$ cat src/rtl/pkt_switch_n_if.sv
// Port bundle for pkt_switch_n: per-port input/output packet handshakes and the drop counter.
// master = traffic source/sink side, slave = the switch itself.
interface pkt_switch_n_if #(
  parameter int unsigned N_PORTS = 4,
  parameter int unsigned DATA_W  = 8
);
  localparam int unsigned SRC_W = $clog2(N_PORTS);
  localparam int unsigned PW    = DATA_W + SRC_W + N_PORTS;

  logic [N_PORTS-1:0]    valid_ip;
  logic [N_PORTS*PW-1:0] data_ip;
  logic [N_PORTS-1:0]    suspend_ip;
  logic [N_PORTS-1:0]    valid_op;
  logic [N_PORTS*PW-1:0] data_op;
  logic [N_PORTS-1:0]    suspend_op;
  logic [15:0]           drop_count;

  modport master (
    output valid_ip, data_ip, suspend_op,
    input  suspend_ip, valid_op, data_op, drop_count
  );

  modport slave (
    input  valid_ip, data_ip, suspend_op,
    output suspend_ip, valid_op, data_op, drop_count
  );
endinterface

$ cat src/rtl/pkt_switch_n.sv
// N-port packet switch: one holding register per input, round-robin arbiter and
// packet FIFO per output, multicast via a per-input residual target mask.
module pkt_switch_n #(
  parameter int unsigned N_PORTS = 4,
  parameter int unsigned DATA_W  = 8,
  parameter int unsigned DEPTH   = 4
) (
  input  logic          clk,
  input  logic          reset,
  pkt_switch_n_if.slave bus
);
  localparam int unsigned SRC_W = $clog2(N_PORTS);
  localparam int unsigned PW    = DATA_W + SRC_W + N_PORTS;
  localparam int unsigned AW    = $clog2(DEPTH);
  localparam int unsigned CW    = AW + 1;

  // input holding registers
  logic [PW-1:0]      pkt_q  [N_PORTS];
  logic [PW-1:0]      pkt_d  [N_PORTS];
  logic [N_PORTS-1:0] mask_q [N_PORTS];
  logic [N_PORTS-1:0] mask_d [N_PORTS];

  // per-output arbiter and FIFO state
  logic [SRC_W-1:0]   ptr_q  [N_PORTS];
  logic [SRC_W-1:0]   ptr_d  [N_PORTS];
  logic [AW-1:0]      wptr_q [N_PORTS];
  logic [AW-1:0]      wptr_d [N_PORTS];
  logic [AW-1:0]      rptr_q [N_PORTS];
  logic [AW-1:0]      rptr_d [N_PORTS];
  logic [CW-1:0]      cnt_q  [N_PORTS];
  logic [CW-1:0]      cnt_d  [N_PORTS];
  logic [PW-1:0]      mem_q  [N_PORTS][DEPTH];

  logic [15:0]        drop_q, drop_d;
  logic [N_PORTS-1:0] gnt_v;
  logic [SRC_W-1:0]   gnt_src [N_PORTS];
  logic [N_PORTS-1:0] pop;

  assign bus.drop_count = drop_q;

  always_comb begin
    bus.suspend_ip = '0;
    bus.valid_op   = '0;
    bus.data_op    = '0;
    for (int unsigned i = 0; i < N_PORTS; i++) begin
      bus.suspend_ip[i] = reset | (mask_q[i] != '0);
      bus.valid_op[i]   = (cnt_q[i] != '0);
      if (cnt_q[i] != '0) begin
        bus.data_op[i*PW +: PW] = mem_q[i][rptr_q[i]];
      end
    end
  end

  // Round-robin search starts at ptr; a full FIFO suppresses the grant regardless of a same-cycle pop.
  always_comb begin
    int unsigned      idx;
    logic [SRC_W-1:0] sel;
    idx = 0;
    sel = '0;
    for (int unsigned j = 0; j < N_PORTS; j++) begin
      gnt_v[j]   = 1'b0;
      gnt_src[j] = '0;
      ptr_d[j]   = ptr_q[j];
      if (cnt_q[j] < CW'(DEPTH)) begin
        for (int unsigned k = 0; k < N_PORTS; k++) begin
          idx = (32'(ptr_q[j]) + k) % N_PORTS;
          sel = SRC_W'(idx);
          if (!gnt_v[j] && mask_q[sel][j]) begin
            gnt_v[j]   = 1'b1;
            gnt_src[j] = sel;
          end
        end
      end
      if (gnt_v[j]) begin
        ptr_d[j] = (gnt_src[j] == SRC_W'(N_PORTS - 1)) ? '0 : gnt_src[j] + SRC_W'(1);
      end
    end
  end

  always_comb begin
    logic [PW-1:0] p;
    p      = '0;
    drop_d = drop_q;
    for (int unsigned i = 0; i < N_PORTS; i++) begin
      pkt_d[i]  = pkt_q[i];
      mask_d[i] = mask_q[i];
      for (int unsigned j = 0; j < N_PORTS; j++) begin
        if (gnt_v[j] && (gnt_src[j] == SRC_W'(i))) begin
          mask_d[i][j] = 1'b0;
        end
      end
      // accept only into an empty register; grants never target an empty one, so no overlap
      p = bus.data_ip[i*PW +: PW];
      if (bus.valid_ip[i] && (mask_q[i] == '0)) begin
        p[N_PORTS +: SRC_W] = SRC_W'(i);
        if (p[N_PORTS-1:0] != '0) begin
          pkt_d[i]  = p;
          mask_d[i] = p[N_PORTS-1:0];
        end else if (drop_d != 16'hFFFF) begin
          drop_d = drop_d + 16'd1;
        end
      end
    end
  end

  always_comb begin
    for (int unsigned j = 0; j < N_PORTS; j++) begin
      pop[j]    = (cnt_q[j] != '0) && !bus.suspend_op[j];
      wptr_d[j] = gnt_v[j] ? wptr_q[j] + AW'(1) : wptr_q[j];
      rptr_d[j] = pop[j]   ? rptr_q[j] + AW'(1) : rptr_q[j];
      case ({gnt_v[j], pop[j]})
        2'b10:   cnt_d[j] = cnt_q[j] + CW'(1);
        2'b01:   cnt_d[j] = cnt_q[j] - CW'(1);
        default: cnt_d[j] = cnt_q[j];
      endcase
    end
  end

  always_ff @(posedge clk or posedge reset) begin
    if (reset) begin
      for (int unsigned i = 0; i < N_PORTS; i++) begin
        pkt_q[i]  <= '0;
        mask_q[i] <= '0;
        ptr_q[i]  <= '0;
        wptr_q[i] <= '0;
        rptr_q[i] <= '0;
        cnt_q[i]  <= '0;
      end
      drop_q <= '0;
    end else begin
      for (int unsigned i = 0; i < N_PORTS; i++) begin
        pkt_q[i]  <= pkt_d[i];
        mask_q[i] <= mask_d[i];
        ptr_q[i]  <= ptr_d[i];
        wptr_q[i] <= wptr_d[i];
        rptr_q[i] <= rptr_d[i];
        cnt_q[i]  <= cnt_d[i];
      end
      drop_q <= drop_d;
    end
  end

  // FIFO storage is never observed while empty, so it needs no reset
  always_ff @(posedge clk) begin
    for (int unsigned j = 0; j < N_PORTS; j++) begin
      if (gnt_v[j]) begin
        mem_q[j][wptr_q[j]] <= pkt_q[gnt_src[j]];
      end
    end
  end
endmodule

$ cat src/flat_wrapper.sv
// flat-port wrapper written by rule: the top's interface ports become plain ports
module pkt_switch_n_flat 
#(
  parameter int unsigned N_PORTS = 4,
  parameter int unsigned DATA_W  = 8,
  parameter int unsigned DEPTH   = 4
)
  (clk, reset, bus_valid_ip, bus_data_ip, bus_suspend_op, bus_suspend_ip, bus_valid_op, bus_data_op, bus_drop_count);
  pkt_switch_n_if #(.N_PORTS(N_PORTS), .DATA_W(DATA_W)) bus_i ();
  input  logic clk;
  input  logic reset;
  input wire logic [$bits(bus_i.valid_ip)-1:0] bus_valid_ip;
  input wire logic [$bits(bus_i.data_ip)-1:0] bus_data_ip;
  input wire logic [$bits(bus_i.suspend_op)-1:0] bus_suspend_op;
  output wire logic [$bits(bus_i.suspend_ip)-1:0] bus_suspend_ip;
  output wire logic [$bits(bus_i.valid_op)-1:0] bus_valid_op;
  output wire logic [$bits(bus_i.data_op)-1:0] bus_data_op;
  output wire logic [$bits(bus_i.drop_count)-1:0] bus_drop_count;
  assign bus_i.valid_ip = bus_valid_ip;
  assign bus_i.data_ip = bus_data_ip;
  assign bus_i.suspend_op = bus_suspend_op;
  assign bus_suspend_ip = bus_i.suspend_ip;
  assign bus_valid_op = bus_i.valid_op;
  assign bus_data_op = bus_i.data_op;
  assign bus_drop_count = bus_i.drop_count;
  pkt_switch_n #(.N_PORTS(N_PORTS), .DATA_W(DATA_W), .DEPTH(DEPTH)) u_core (.clk(clk), .reset(reset), .bus(bus_i));
endmodule
$ cat config.mk
export PLATFORM = sky130hd
export DESIGN_NAME = pkt_switch_n_flat
export DESIGN_NICKNAME = d
export VERILOG_FILES = /design/src/rtl/pkt_switch_n_if.sv /design/src/rtl/pkt_switch_n.sv /design/src/flat_wrapper.sv
export SDC_FILE = /design/constraint.sdc
export NUM_CORES = 1
export LEC_CHECK = 0
export BUFFER_PORTS_ARGS = -buffer_cell sky130_fd_sc_hd__buf_2
export CAP_MARGIN = 20
export CORE_MARGIN = 2
export CORE_UTILIZATION = 55
export CTS_CLUSTER_SIZE = 12
export DETAILED_ROUTE_END_ITERATION = 7
export HOLD_SLACK_MARGIN = 0.03
export PLACE_DENSITY = 0.77
export SETUP_SLACK_MARGIN = 0.02
export SYNTH_ARGS = -nofsm -noshare
export SYNTH_HDL_FRONTEND = slang
export SYNTH_SLANG_ARGS = --single-unit
$ cat constraint.sdc
create_clock -name clk -period 5.87 [get_ports clk]
set_input_delay 1.174 -clock clk [delete_from_list [all_inputs] [get_ports clk]]
set_output_delay 1.174 -clock clk [all_outputs]
set_load 0.01 [all_outputs]
==> impl_metrics.ini, run 1 <==
[global_routing]
grt.overflow.total = 0
grt_pass1_wl_microns = 71300
grt_pass1_vias = 12700
grt_max_degree = 69
gr-usage-all-layers_pct = 27.2
antenna_found_initial = 4

[setup_path]
timing.rr.end = u_core.bus.drop_count[1]$_DFF_PP0_
cp_top_family = simple AND/OR/NAND/NOR gates
path_depth = 25
critPathSlowestCell = nor4b_4
r2r_slack_ns = 0.40
endpoint = u_core.bus.drop_count[1]$_DFF_PP0_
r2r_start = u_core.bus.drop_count[1]$_DFF_PP0_
critPathArrivalTime_ns = 6.01
startpoint_type = primary input
crit_buf_inv = 5
crit_fanout = 4
crit_type = primary input to flop
cpMostUsedCell = mux2_4
startpoint = bus_data_ip[0]
worstRegToRegCells = 24
required_ns = 6.28
crit_path_end_kind = flop
max_stage_delay_ns = 0.39

[detailed_routing]
vias = 13300
drc = 0
vias_per_cell = 6.04
dr.first_iter.drc_count = 1327
routed_wl_microns = 46600
ant_nets = 0
dr.pass1.iters = 7
post_drt_wl_per_cell_microns = 21.1

[min_path]
worst_hold_path_type = flop to flop
hold_depth = 1

[synth]
ys_types = 92
synth_compound_area_share_pct = 9.81
synthMuxAreaShare_pct = 11.6
synth-simple-area-share_pct = 15.8
syn_area_sq_um = 18100
synth_xor_area_share_pct = 3.05
yosys_warnings = 0
synth_edf_count = 224
yosysTopAreaCellShare_pct = 37.2
synthFlopType = edfxtp_1
syn_inst = 1510
ys_ff_latch = 343
async_flop_share_pct = 34.7
synth_commonest_cells = edfxtp_1, nand2_1, dfrtp_1
mappedNetlistNets = 1620
yosys.area_share.adder_pct = 3.21
synth_area_leaders = edfxtp_1, dfrtp_1, mux4_2, nand2_1, nor2b_1
yosys.area.top_type = edfxtp_1
yosysMostFrequentCell = edfxtp_1
synth_top_family_by_area = simple AND/OR/NAND/NOR gates
avgSynthCellArea_sq_um = 12.0
seq_area_frac_synth_pct = 53.6

[finish]
final_area_sq_um = 21500
fillCellCount = 2400
stdcell_count = 2205
finalNetCount = 1841
drive_gt1_share_pct = 26.6
area_growth_pct = 18.5

[die]
die_h_microns = 185
io_pins = 146
fp.dieArea_sq_um = 34400
start_util_pct = 55.8
coreArea_sq_um = 32500
core.rowCount = 66
die_w_microns = 185

[placed_design]
gp_congestion = 0.944
dpl.cell_count = 2124
pre_cts_ws_ns = -0.434
placedInstanceArea_sq_um = 20100
portBuffers = 137
dp_hpwl_microns = 33100

[power_and_ir_drop]
p_per_area_nw_per_um2 = 600
p_int_mw = 7.79
pwr-share-comb_pct = 42.9
clkPwrFrac_pct = 17.4
swShare_pct = 39.5
ir_drop_mv = 0.323
switchingPower_mw = 5.09
seq_power_share_pct = 39.7
cellLeakagePower_nw = 8.43

[clocking]
cts_buffer_depth = 3
h-tree-depth = 2
cts_root_buf = clkbuf_16
clk_pin_slew_ns = 0.05
cts.sinks = 343
clkLatencyLatePin_ns = 0.54
numCtsBuffers = 37
cts_tree = built

[timing]
hold_violations = 0
period_needed_ns = 5.60
fmax_mhz = 178
timing.final.ws_setup_ns = 0.266
rsz0062_at_grt = true
max_slew_margin_pct = 27.1
finalCritPeriodShare_pct = 95.5
worstMarginPinSlew_ns = 1.09
finClkSkew_ns = 0.0273
holdWs_ns = 0.531
slew_violations = 0
finalSetupViolCount = 0

[flow_run]
maxCapViolations = 0

[status]
status = complete, no violations
## metrics by stage
step           total power, mW  setup TNS [ns]  util [%]
4_1_cts                   12.9               0      65.6
6_report                  12.9               0      66.1
3_5_place_dp              10.6           -4.94      62.0
2_1_floorplan             8.54          -0.629         -
3_3_place_gp              10.3           -3.63      62.0
5_1_grt                   13.6         -0.0160      66.1
## layer usage
layer  vias up  GRT usage [%]  wire (microns)
li1       6026              -               -
met1      6599           38.2           19600
met2       587           44.4           22500
met3       105           3.83            3160
met4         2           8.13            1310
met5         -              0              14
## state kept, by name (all words and copies together), names as in the netlist
register,cells
u_core.rptr_q,8
u_core.wptr_q,8
u_core.bus.drop_count,16
u_core.pkt_q,51
u_core.cnt_q,12
u_core.mask_q,16
u_core.ptr_q,8
u_core.mem_q,224
## logic make-up (layout without fill, tap and decap cells)
family / after synthesis / after routing
flops: 343 / 343
buf+inv: 134 / 384
compound gates: 254 / 254
simple gates: 538 / 538
xor+xnor: 63 / 63
fa+ha+maj: 44 / 44
other cells: 0 / 3
mux: 134 / 134
## power groups by stage
stage / Clock, mW / Combinational, mW / Sequential (mW)
finish: 2.24 / 5.52 / 5.12
floorplan: 0 / 3.92 / 4.62
detailed placement: 0 / 5.42 / 5.14
CTS: 2.26 / 5.48 / 5.12
global placement: 0 / 5.19 / 5.07
global route: 2.36 / 6.03 / 5.22
## worst reg2reg max path: stages, from the launching register on
cell and delay [ns]:
dfrtp_1 0.48, ha_1 0.25, inv_1 0.07, or3_1 0.46
o21ai_4 0.32, nand2_1 0.09, nand2_1 0.10, ha_2 0.21
nand2_1 0.07, inv_2 0.09, o211ai_1 0.15, or4_1 0.50
a21o_1 0.21, a21boi_2 0.20, nand3_4 0.11, or2_4 0.25
nand2_4 0.11, mux2_4 0.18, ha_4 0.16, nand4_1 0.09
o31ai_2 0.26, nand3_2 0.15, nor4b_4 0.39, a31oi_4 0.16
mux2_4 0.32
## how the worst min path moves through the flow
stage | startpoint | end | slack (ns)
floorplan | u_core.cnt_q[0]$_DFFE_PP0P_ | u_core.cnt_q[0]$_DFFE_PP0P_ | 0.47
global placement | u_core.cnt_q[7]$_DFFE_PP0P_ | u_core.cnt_q[7]$_DFFE_PP0P_ | 0.50
detailed placement | u_core.cnt_q[3]$_DFFE_PP0P_ | u_core.cnt_q[3]$_DFFE_PP0P_ | 0.52
CTS | u_core.cnt_q[3]$_DFFE_PP0P_ | u_core.cnt_q[3]$_DFFE_PP0P_ | 0.53
global route | u_core.cnt_q[0]$_DFFE_PP0P_ | u_core.cnt_q[0]$_DFFE_PP0P_ | 0.55
finish | u_core.cnt_q[0]$_DFFE_PP0P_ | u_core.cnt_q[0]$_DFFE_PP0P_ | 0.53
## final cells by class
type / instances / area, sq um / share of cell area (%)
diodes: 3 / 7.51 / 0.0350
repair buffers: 264 / 1680 / 7.84
inverters: 52 / 198 / 0.921
well taps: 442 / 553 / 2.58
multi-input cells: 1033 / 8140 / 37.9
clock inverters: 8 / 95.1 / 0.443
clock buffers: 60 / 1070 / 5.00
flip-flops and latches: 343 / 9700 / 45.2
## cells in the final DEF, fill, tap and decap left out, types with 6 or more instances in the layout
| master | instances |
|---|---|
| mux2_2 | 36 |
| a31oi_1 | 43 |
| dfrtp_1 | 119 |
| xnor2_1 | 34 |
| o21ai_0 | 39 |
| buf_2 | 137 |
| and2_1 | 29 |
| edfxtp_1 | 224 |
| a211oi_1 | 29 |
| clkbuf_16 | 38 |
| inv_1 | 48 |
| mux4_2 | 56 |
| xor2_1 | 26 |
| nor2b_1 | 94 |
| nor4_1 | 7 |
| and3_1 | 39 |
| nor3_1 | 11 |
| o211ai_1 | 6 |
| nand3b_1 | 7 |
| nand4_1 | 10 |
| nand2_1 | 193 |
| nor2_1 | 55 |
| clkbuf_1 | 18 |
| a22o_1 | 18 |
| a21oi_1 | 48 |
| nand2b_1 | 21 |
| nand3_1 | 22 |
| mux2i_1 | 37 |
| ha_1 | 37 |
| buf_4 | 121 |
## repair_timing
action / 4_1_cts / 5_1_grt
setup buffers: 0 / 7
hold buffers: 0 / 0
setup endpoints to repair: 0 / 11
gates resized for setup: 0 / 11
Note: power is estimated with default switching activity, not from simulation.
==> run 2: changes to the inputs <==
BUFFER_PORTS_ARGS = -buffer_cell sky130_fd_sc_hd__buf_4   (was -buffer_cell sky130_fd_sc_hd__buf_2)
==> impl_metrics.ini, run 2 (same netlist as run 1, synthesis figures left out) <==
[timing]
finalCritPeriodShare_pct = 95.5
worstMarginPinSlew_ns = 1.02
slew_violations = 0
finClkSkew_ns = 0.0217
finalSetupViolCount = 0
hold_violations = 0
max_slew_margin_pct = 31.9
fmax_mhz = 178
period_needed_ns = 5.60
rsz0062_at_grt = true

[detailed_routing]
post_drt_wl_per_cell_microns = 21.7
routed_wl_microns = 47800
vias = 13200
vias_per_cell = 6.00
ant_nets = 0
drc = 0
dr.pass1.iters = 8
dr.first_iter.drc_count = 1321

[clocking]
cts_hold_buffers = 0
h-tree-depth = 2
cts_buffer_depth = 3
clkLatencyLatePin_ns = 0.53
cts.sinks = 343
cts_tree = built
numCtsBuffers = 37
cts_root_buf = clkbuf_16
clk_pin_slew_ns = 0.06

[finish]
largest_register_ffs = 224
area_growth_pct = 20.2
layout_common_cells = buf_4, edfxtp_1, nand2_1
fillCellCount = 2396
layout_commonest_cell = buf_4
stdcell_count = 2203
n_antenna_cell = 0
finalNetCount = 1844
drive_gt1_share_pct = 26.5

[die]
core.rowCount = 66
start_util_pct = 55.8
fp.dieArea_sq_um = 34400
io_pins = 146
coreArea_sq_um = 32500
die_h_microns = 185
die_w_microns = 185

[setup_path]
cpMostUsedCell = buf_4
crit_chain = buf_4 > nor4_4 > and3_1 > buf_4 > o21ai_4 > buf_4 > nor4_4 > o22ai_4 > buf_4 > o311ai_2 > xor2_1 > and4b_2 > nand3_4 > or2_1 > nand2_4 > mux2_4 > ha_4 > nand4_1 > o31ai_4 > nand3_2 > nor4b_4 > buf_4 > a311oi_1 > xor2_1
crit_path_end_kind = flop
required_ns = 6.27
crit_type = primary input to flop
critPathArrivalTime_ns = 6.00
startpoint_type = primary input
crit_fanout = 11
max_stage_delay_ns = 0.38
critPathSlowestCell = o311ai_2

[placed_design]
gp_congestion = 0.918
dp_hpwl_microns = 34200
portBuffers = 137
dpl.cell_count = 2131

[global_routing]
grt_max_degree = 66
grt.overflow.total = 0
grt_pass1_wl_microns = 73700
antenna_found_initial = 1
grt_pass1_vias = 13100
gr-usage-all-layers_pct = 28.2

[flow_run]
maxCapViolations = 0

[min_path]
worst_hold_path_type = flop to flop

[power_and_ir_drop]
ir_drop_mv = 0.379
p_per_area_nw_per_um2 = 603
p_total_mw = 13.1
cellLeakagePower_nw = 8.51

[status]
status = complete, no violations
==> run 2: final timing paths <==
check / depth (start not counted) / from / end / slack [ns]
max reg2reg: 23 / u_core.bus.drop_count[1]$_DFF_PP0_ / u_core.bus.drop_count[9]$_DFF_PP0_ / 0.35
max: 24 / bus_data_ip[0] / u_core.bus.drop_count[9]$_DFF_PP0_ / 0.27
min reg2reg: 1 / u_core.cnt_q[3]$_DFFE_PP0P_ / u_core.cnt_q[3]$_DFFE_PP0P_ / 0.52
min in group asynchronous: 2 / reset / u_core.ptr_q[3]$_DFFE_PP0P_ / 0.82
max in group asynchronous: 3 / reset / u_core.bus.drop_count[9]$_DFF_PP0_ / 3.64
min: 1 / u_core.cnt_q[3]$_DFFE_PP0P_ / u_core.cnt_q[3]$_DFFE_PP0P_ / 0.52
==> run 2: layout make-up <==
| class | count | area, sq um | area share, % |
|---|---|---|---|
| Sequential cell | 343 | 9710 | 44.6 |
| Clock inverter | 10 | 108 | 0.495 |
| Timing Repair Buffer | 267 | 2010 | 9.25 |
| Tap cell | 442 | 553 | 2.54 |
| Multi-Input combinational cell | 1033 | 8150 | 37.5 |
| Clock buffer | 56 | 1030 | 4.73 |
| Inverter | 52 | 198 | 0.909 |
==> run 2: per-stage QoR <==
stage          setup slack [ns]  hold slack [ns]  util, %  TNS, ns  cell area (sq um)
6_report                  0.266            0.523     67.0        0              21800
5_1_grt                 -0.0422            0.530     67.0   -0.209              21800
4_1_cts                   0.143            0.521     66.7        0              21600
3_5_place_dp             -0.405            0.509     63.2    -5.01              20500
3_3_place_gp             -0.301            0.502     63.2    -3.29              20500
2_1_floorplan            -0.113            0.469        -   -0.629              18300
==> run 2: timing repair <==
| item | CTS | global route |
|---|---|---|
| setup buffers | 0 | 3 |
| resized for setup | 0 | 10 |
| endpoints found under the setup margin | 0 | 13 |
==> run 2: metal layers <==
layer / global-route usage (%) / wire length, microns / up-vias
li1: - / - / 6015
met1: 37.6 / 19400 / 6441
met2: 45.6 / 22600 / 595
met3: 5.03 / 3570 / 163
met4: 11.7 / 2270 / 4
met5: 0.889 / 53 / -
==> run 2: power breakdown <==
part / internal (mW) / switching [mW] / leakage, nW
Combinational: 2.47 / 3.31 / 4.46
Sequential: 4.23 / 0.902 / 3.51
Clock: 1.27 / 0.936 / 0.543
==> run 2: critical path, delay by kind of cell <==
kind	cells	cell delay, ns
AND/OR/NAND/NOR	10	2.16
adder cells (fa/ha/maj)	1	0.14
AO/OA/AOI/OAI	5	1.06
buffers and inverters	5	0.91
multiplexers	1	0.18
XOR/XNOR	2	0.38
==> run 3: changes to the inputs <==
REMOVE_ABC_BUFFERS = 1   (was unset)
==> impl_metrics.ini, run 3 (same netlist as run 1, synthesis figures left out) <==
[status]
status = complete, no violations

[power_and_ir_drop]
cellLeakagePower_nw = 8.58
p_total_mw = 13.0
p_per_area_nw_per_um2 = 596
ir_drop_mv = 0.304

[finish]
final_area_sq_um = 21800
post-route-util_pct = 67.2
finalNetCount = 1856
n_antenna_cell = 0
layout_common_cells = buf_4, edfxtp_1, nand2_1
largest_register_ffs = 224
layout_commonest_cell = buf_4
area_growth_pct = 20.5
drive_gt1_share_pct = 26.9

[die]
die_w_microns = 185
coreArea_sq_um = 32500
core.rowCount = 66
io_pins = 146
fp.dieArea_sq_um = 34400
die_h_microns = 185
start_util_pct = 55.8

[clocking]
clkLatencyLatePin_ns = 0.53
clk_pin_slew_ns = 0.06
h-tree-depth = 2
cts.sinks = 343
cts_tree = built
cts_buffer_depth = 3
numCtsBuffers = 36
cts_root_buf = clkbuf_16

[placed_design]
gp_congestion = 0.940
placedInstanceArea_sq_um = 20400
dp_hpwl_microns = 33200
portBuffers = 137

[detailed_routing]
post_drt_wl_per_cell_microns = 21.4
dr.first_iter.drc_count = 1222
dr.pass1.iters = 6
ant_nets = 0
vias_per_cell = 6.01
drc = 0
routed_wl_microns = 47300
vias = 13300

[setup_path]
startpoint_type = primary input
critPathSlowestCell = or4_4
r2r_slack_ns = 0.19
startpoint = bus_data_ip[3]
timing.rr.end = u_core.bus.drop_count[1]$_DFF_PP0_
cp_top_family = simple AND/OR/NAND/NOR gates
endpoint = u_core.bus.drop_count[1]$_DFF_PP0_
required_ns = 6.26
crit_type = primary input to flop
crit_chain = buf_8 > nor4_4 > buf_4 > nand3_4 > nor4_4 > mux2i_2 > or3_4 > or4_4 > a31o_4 > nor3b_4 > nand3_2 > or2_1 > nand2_2 > mux2_4 > ha_4 > nand4_1 > o31ai_4 > nand3_2 > nor4b_4 > a31oi_4 > mux2_4
worstRegToRegCells = 21
crit_fanout = 5
max_stage_delay_ns = 0.56
crit_buf_inv = 2
critPathArrivalTime_ns = 6.08
path_depth = 21
crit_path_end_kind = flop
r2r_start = u_core.bus.drop_count[0]$_DFF_PP0_

[global_routing]
grt_max_degree = 74
gr-usage-all-layers_pct = 27.4
grt_pass1_vias = 13000
grt.overflow.total = 0
grt_pass1_wl_microns = 71700
antenna_found_initial = 0

[timing]
slew_violations = 0
finalCritPeriodShare_pct = 97.0
rsz0062_at_grt = true
finClkSkew_ns = 0.0286
period_needed_ns = 5.69
hold_violations = 0
max_slew_margin_pct = 31.7
finalSetupViolCount = 0
worstMarginPinSlew_ns = 1.02
fmax_mhz = 176
holdWs_ns = 0.526

[min_path]
worst_hold_path_type = flop to flop

[flow_run]
maxCapViolations = 0
-- run 3: power breakdown --
group          switching, mW  leakage [nW]  total, mW  internal (mW)
Combinational           3.30          4.55       5.77           2.47
Clock                  0.906         0.524       2.14           1.24
Sequential             0.860          3.51       5.09           4.23
Total                   5.07          8.58       13.0           7.93
-- run 3: stage by stage --
step / TNS, ns / setup WS, ns / cells
6_report: 0 / 0.179 / 2215
5_1_grt: -0.158 / -0.0656 / 2215
3_3_place_gp: -4.13 / -0.331 / 2141
2_1_floorplan: -8.08 / -0.760 / 1428
4_1_cts: 0 / 0.113 / 2206
3_5_place_dp: -5.60 / -0.427 / 2141
-- run 3: routing by layer --
metal | GRT usage (%) | wire, microns
met1 | 37.8 | 19100
met2 | 44.9 | 22700
met3 | 4.35 | 4090
met4 | 8.60 | 1390
met5 | 0 | 0
-- run 3: area by class of cell --
cell class | count | area, sq um
inverter | 52 | 198
clock buffer | 59 | 1020
tap | 442 | 553
clock inverter | 6 | 72.6
sequential | 343 | 9700
multi-input combinational | 1033 | 8150
fill | 2336 | 10600
timing repair buffer | 280 | 2130
-- run 3: worst min-delay path by stage --
stage,slack [ns],depth (start not counted),endpoint,start
2_1_floorplan,0.47,1,u_core.cnt_q[0]$_DFFE_PP0P_,u_core.cnt_q[0]$_DFFE_PP0P_
3_5_place_dp,0.51,1,u_core.cnt_q[9]$_DFFE_PP0P_,u_core.cnt_q[9]$_DFFE_PP0P_
5_1_grt,0.55,1,u_core.cnt_q[0]$_DFFE_PP0P_,u_core.cnt_q[0]$_DFFE_PP0P_
3_3_place_gp,0.50,1,u_core.cnt_q[9]$_DFFE_PP0P_,u_core.cnt_q[9]$_DFFE_PP0P_
6_report,0.53,1,u_core.cnt_q[3]$_DFFE_PP0P_,u_core.cnt_q[3]$_DFFE_PP0P_
4_1_cts,0.52,1,u_core.cnt_q[9]$_DFFE_PP0P_,u_core.cnt_q[9]$_DFFE_PP0P_
-- run 3: repair_timing --
item	CTS	global route
resized for setup	0	44
buffers inserted	0	5
hold buffers	0	0
setup endpoints to repair	0	16
